`config.mk`:
```
export PLATFORM = sky130hd
export DESIGN_NAME = if_stage
export DESIGN_NICKNAME = d
export VERILOG_FILES = /design/src/rtl/if_stage.sv
export SDC_FILE = /design/constraint.sdc
export NUM_CORES = 1
export LEC_CHECK = 0
export BUFFER_PORTS_ARGS = -buffer_cell sky130_fd_sc_hd__buf_2
export CORE_MARGIN = 4
export CORE_UTILIZATION = 45
export DETAILED_ROUTE_END_ITERATION = 8
export PLACE_DENSITY = 0.68
export SYNTH_ARGS = -nofsm -noshare
export SYNTH_HDL_FRONTEND = slang
export SYNTH_SLANG_ARGS = --single-unit
export TNS_END_PERCENT = 50
```
`constraint.sdc`:
```
create_clock -name CLK -period 3 [get_ports CLK]
set_clock_uncertainty 0.05 [all_clocks]
set_input_delay 0.6 -clock CLK [delete_from_list [all_inputs] [get_ports CLK]]
set_output_delay 0.6 -clock CLK [all_outputs]
set_load 0.01 [all_outputs]
```
`src/rtl/if_stage.sv`:
```
// Instruction-fetch stage: PC register, single-outstanding imem fetch and an
// IF/ID output register with a one-entry skid buffer and redirect flush.
module if_stage #(
  parameter logic [63:0] RESET_PC = 64'h0,
  parameter logic [31:0] INST_NOP = 32'h0000_0000
) (
  input  logic        CLK,
  input  logic        Resetb,
  output logic        ImemReq,
  output logic [63:0] ImemAddr,
  input  logic        ImemReady,
  input  logic        ImemRspValid,
  input  logic [31:0] ImemRspData,
  input  logic        Stall,
  input  logic        Redirect,
  input  logic [63:0] RedirectPC,
  output logic [31:0] InstOut,
  output logic [63:0] PCOut,
  output logic        InstValid,
  output logic [63:0] CurrentPC
);

  localparam int unsigned XLEN = 64;
  localparam int unsigned ILEN = 32;

  localparam logic [1:0] S_FETCH = 2'd0;
  localparam logic [1:0] S_WAIT  = 2'd1;
  localparam logic [1:0] S_HOLD  = 2'd2;

  logic [1:0]      state_q, state_d;
  logic [XLEN-1:0] pc_q, pc_d;
  logic [XLEN-1:0] req_pc_q, req_pc_d;
  logic            drop_q, drop_d;
  logic [ILEN-1:0] skid_inst_q, skid_inst_d;
  logic [XLEN-1:0] skid_pc_q, skid_pc_d;
  logic [ILEN-1:0] inst_q, inst_d;
  logic [XLEN-1:0] pcout_q, pcout_d;
  logic            valid_q, valid_d;
  logic            req_q, req_d;
  logic [XLEN-1:0] addr_q, addr_d;

  logic slot_free;
  logic handshake;

  assign slot_free = !valid_q || !Stall;
  assign handshake = (state_q == S_FETCH) && req_q && ImemReady;

  // Next-state and registered-output logic; redirect overrides everything.
  always_comb begin
    state_d     = state_q;
    pc_d        = pc_q;
    req_pc_d    = req_pc_q;
    drop_d      = drop_q;
    skid_inst_d = skid_inst_q;
    skid_pc_d   = skid_pc_q;
    inst_d      = inst_q;
    pcout_d     = pcout_q;
    valid_d     = slot_free ? 1'b0 : valid_q;

    unique case (state_q)
      S_FETCH: begin
        if (handshake) begin
          req_pc_d = pc_q;
          pc_d     = pc_q + XLEN'(4);
          state_d  = S_WAIT;
        end
      end
      S_WAIT: begin
        if (ImemRspValid) begin
          if (drop_q) begin
            drop_d  = 1'b0;
            state_d = S_FETCH;
          end else if (slot_free) begin
            inst_d  = ImemRspData;
            pcout_d = req_pc_q;
            valid_d = 1'b1;
            state_d = S_FETCH;
          end else begin
            skid_inst_d = ImemRspData;
            skid_pc_d   = req_pc_q;
            state_d     = S_HOLD;
          end
        end
      end
      S_HOLD: begin
        if (!Stall) begin
          inst_d  = skid_inst_q;
          pcout_d = skid_pc_q;
          valid_d = 1'b1;
          state_d = S_FETCH;
        end
      end
      default: state_d = S_FETCH;
    endcase

    if (Redirect) begin
      pc_d        = RedirectPC & ~XLEN'(3);
      valid_d     = 1'b0;
      skid_inst_d = '0;
      skid_pc_d   = '0;
      // Only a request still in flight after this edge needs its response dropped.
      if (handshake || (state_q == S_WAIT && !ImemRspValid)) begin
        state_d = S_WAIT;
        drop_d  = 1'b1;
      end else begin
        state_d = S_FETCH;
        drop_d  = 1'b0;
      end
    end

    req_d  = (state_d == S_FETCH);
    addr_d = pc_d;
  end

  always_ff @(posedge CLK or negedge Resetb) begin
    if (!Resetb) begin
      state_q     <= S_FETCH;
      pc_q        <= RESET_PC;
      req_pc_q    <= '0;
      drop_q      <= 1'b0;
      skid_inst_q <= '0;
      skid_pc_q   <= '0;
      inst_q      <= INST_NOP;
      pcout_q     <= '0;
      valid_q     <= 1'b0;
      req_q       <= 1'b0;
      addr_q      <= '0;
    end else begin
      state_q     <= state_d;
      pc_q        <= pc_d;
      req_pc_q    <= req_pc_d;
      drop_q      <= drop_d;
      skid_inst_q <= skid_inst_d;
      skid_pc_q   <= skid_pc_d;
      inst_q      <= inst_d;
      pcout_q     <= pcout_d;
      valid_q     <= valid_d;
      req_q       <= req_d;
      addr_q      <= addr_d;
    end
  end

  assign ImemReq   = req_q;
  assign ImemAddr  = addr_q;
  assign InstOut   = inst_q;
  assign PCOut     = pcout_q;
  assign InstValid = valid_q;
  assign CurrentPC = pc_q;

endmodule

```
==> impl_metrics.py <==
metrics = {
    "run_status": {
        "status": "completed",
    },
    "clocking": {
        "clk_pin_slew_worst_paths_ns": 0.06,
        "cts_tree": "built",
        "cts_root_buf": "clkbuf_16",
        "cts_made_buffers": 36,
        "cts_sinks": 319,
        "clock_latency_ns": 0.52,
        "cts_buffer_depth": 3,
        "htree_num_levels": 2,
    },
    "setup_path": {
        "crit_required_ns": 3.38,
        "path_buf_inv": 2,
        "critPathLaunchType": "flip-flop",
        "cp_slowest_cell": "or4_4",
        "rrSetupSlack_ns": 0.18,
        "path_max_fanout": 15,
        "path_cells": "inv_1 > ha_2 > nand3_4 > or4_1 > buf_4 > or4_4 > or3_1 > a31oi_1",
        "endpoint_kind": "flip-flop",
        "r2r_cells": 8,
        "cp_data_arrival_time_ns": 3.20,
        "rr_startpoint": "state_q[0]",
        "path_class": "flip-flop to flip-flop",
        "crit_family": "simple AND/OR/NAND/NOR gates",
        "worstReg2RegEnd": "ImemAddr[59]",
        "max_stage_delay_ns": 0.55,
    },
    "logic_synthesis": {
        "ys.flop_type": "dfrtp_1",
        "ys.warnings.count": 0,
        "yosysMostFrequentCell": "nand2_1",
        "ys_top_cells_by_count": "nand2_1 (443), dfrtp_1 (319), a21oi_1 (192)",
        "synth_top_area_cell": "dfrtp_1",
        "synthCells": 1655,
        "avgSynthCellArea_sq_um": 9.08,
        "ys_seq_elements": 319,
        "synthArstFlopShare_pct": 100,
        "yosysUniqueCellTypes": 43,
        "netlist.area_leader.share_pct": 53.1,
        "netlist_area_sq_um": 15000,
        "netlist_top_cells_area": "dfrtp_1 (53%), nand2_1 (11%), mux2i_1 (6.8%), a21oi_1 (6.4%), buf_4 (3.3%)",
        "synth_enable_flop_cells": 0,
        "ys_seq_area_share_pct": 53.1,
    },
    "detailed_routing": {
        "wl_met2_mm": 19.9,
        "via_count": 12600,
        "drt-initial-drc-count": 1050,
        "dr.pass1.iters": 6,
        "wl_met3_mm": 3.10,
        "wl_met1_mm": 19.6,
        "top_layer": "met4",
        "drtAntennaViolNets": 0,
        "via_per_inst": 5.34,
        "routedWlPerCell_um": 18.3,
        "drc_errors": 0,
        "drt-total-wl_mm": 43.3,
    },
    "run": {
        "cap_violations": 0,
    },
    "global_routing": {
        "overflow": 0,
        "antenna_found_initial": 0,
        "grt_pass1_vias": 12200,
        "grt_max_degree": 123,
        "track_usage_pct": 23.3,
        "grt_pass1_wl_mm": 68.3,
    },
    "power": {
        "seq_power_share_pct": 41.6,
        "p_sw_w": 0.00524,
        "powerDensity_nw_per_um2": 837,
        "irDropWorstVdd_mv": 0.409,
        "p_int_w": 0.00988,
        "power_frac_clock_pct": 30.1,
        "power_leakage_nw": 8.01,
        "share_comb_of_total_power_pct": 28.3,
        "p_sw_share_pct": 34.7,
        "power_w": 0.0151,
    },
    "sta": {
        "max_freq_mhz": 354,
        "slew_headroom_pct": 42.1,
        "setup_viol": 0,
        "period_needed_ns": 2.82,
        "period_share_pct": 94.1,
        "hold_viol": 0,
        "fin_setup_tns_ns": 0,
        "drv_slew": 0,
        "rsz0062_at_grt": "false",
        "worstMarginPinSlew_ns": 0.869,
    },
    "floorplanning": {
        "die_w_um": 191,
        "rows": 66,
        "core_sq_um": 32700,
        "die_h_um": 191,
        "io_pins": 328,
        "start_util_pct": 45.9,
        "die_area_sq_um": 36400,
    },
    "cells_and_area": {
        "drive_above_1_share_pct": 23.3,
        "final_nets": 2006,
        "n_antenna_cell": 0,
        "syn_to_final_growth_pct": 20.4,
    },
    "placed_design": {
        "port_buffers": 321,
        "dp_hpwl_mm": 29.9,
        "gp_congestion": 0.894,
    },
    "min_path": {
        "min_to": "ImemAddr[25]",
        "worst_hold_path_type": "input pin to flip-flop",
        "holdPathStages": 3,
        "min_from": "RedirectPC[25]",
    },
}
worst max path at each step:
stage / start / to / slack [ns] / cells after the start
floorplan: ImemAddr[2] / ImemAddr[56] / 0.41 / 6
global placement: state_q[0] / ImemAddr[51] / 0.16 / 8
detailed placement: state_q[0] / ImemAddr[51] / 0.15 / 8
CTS: state_q[0] / ImemAddr[56] / 0.13 / 7
global route: state_q[0] / ImemAddr[59] / 0.001 / 8
finish: state_q[0] / ImemAddr[59] / 0.18 / 8
per-layer routing:
layer / track usage (%) / vias up
met4: 5.14 / 0
met2: 36.0 / 489
met5: 0 / -
met3: 3.92 / 51
met1: 35.0 / 6072
li1: - / 6021
timing repair:
action,in CTS,in global routing
endpoints found under the setup margin,0,4
resized for setup,0,1
hold buffers,1,0
endpoints found under the hold margin,40,0
buffers inserted,0,0
power groups by stage:
| stage | Sequential [W] | Combinational (W) | Clock (W) |
|---|---|---|---|
| 2_1_floorplan | 0.00657 | 0.00224 | 0 |
| 3_3_place_gp | 0.00632 | 0.00422 | 0 |
| 3_5_place_dp | 0.00637 | 0.00430 | 0 |
| 4_1_cts | 0.00629 | 0.00433 | 0.00463 |
| 5_1_grt | 0.00645 | 0.00480 | 0.00483 |
| 6_report | 0.00629 | 0.00429 | 0.00455 |
final cells by class:
| cell class | instances | area [sq um] |
|---|---|---|
| fillers | 3054 | 14600 |
| flip-flops and latches | 319 | 7980 |
| multi-input cells | 1155 | 6150 |
| repair buffers | 377 | 2120 |
| clock buffers | 52 | 1100 |
| well taps | 442 | 553 |
| clock inverters | 9 | 130 |
| inverters | 10 | 37.5 |
worst register-to-register path, delay by kind of cell (launching register included):
kind / cells / cell delay (ns)
and+or+nand+nor: 4 / 1.54
DFF: 1 / 0.41
buffers and inverters: 2 / 0.34
adders and majority gates: 1 / 0.25
AOI/OAI and AO/OA: 1 / 0.16
cells by family (layout without fill, tap and decap cells):
kind of cell	count (synthesis)	after routing	synth area share, %
muxes	103	103	6.87
AOI/OAI and AO/OA	281	281	9.86
adders and majority gates	5	5	0.416
DFF	319	319	53.1
buffers and inverters	184	448	6.32
xor gates and xnor gates	41	41	2.39
and+or+nand+nor	721	721	21.0
other	1	4	0.0250
placed cells by master, fill, tap and decap left out, types with 14 or more instances in the layout:
master     instances
mux2i_1          102
xor2_1            14
nand3_1           24
nor2_1           111
clkbuf_16         37
nand4_1           33
nor3_1            24
a21oi_1          191
dfrtp_1          319
buf_4             49
buf_2            319
xnor2_1           27
nand2_1          443
nor4_1            22
o21ai_0           61
through the flow:
step | utilization, % | hold slack [ns] | setup slack, ns | area, sq um | instances
2_1_floorplan | - | 0.254 | 0.407 | 15000 | 1658
3_3_place_gp | 51.5 | 0.434 | 0.158 | 16800 | 2302
3_5_place_dp | 51.5 | 0.435 | 0.153 | 16800 | 2302
4_1_cts | 55.3 | 0.220 | 0.134 | 18100 | 2364
5_1_grt | 55.3 | 0.239 | 0.00106 | 18100 | 2364
6_report | 55.3 | 0.238 | 0.177 | 18100 | 2364
registers in the layout, indices dropped and copies added, names as in the netlist:
name	flops
PCOut	63
skid_pc_q	63
ImemAddr	62
req_pc_q	62
InstOut	32
skid_inst_q	32
state_q	2
ImemReq	1
InstValid	1
drop_q	1
(Power assumes the default switching activity.)
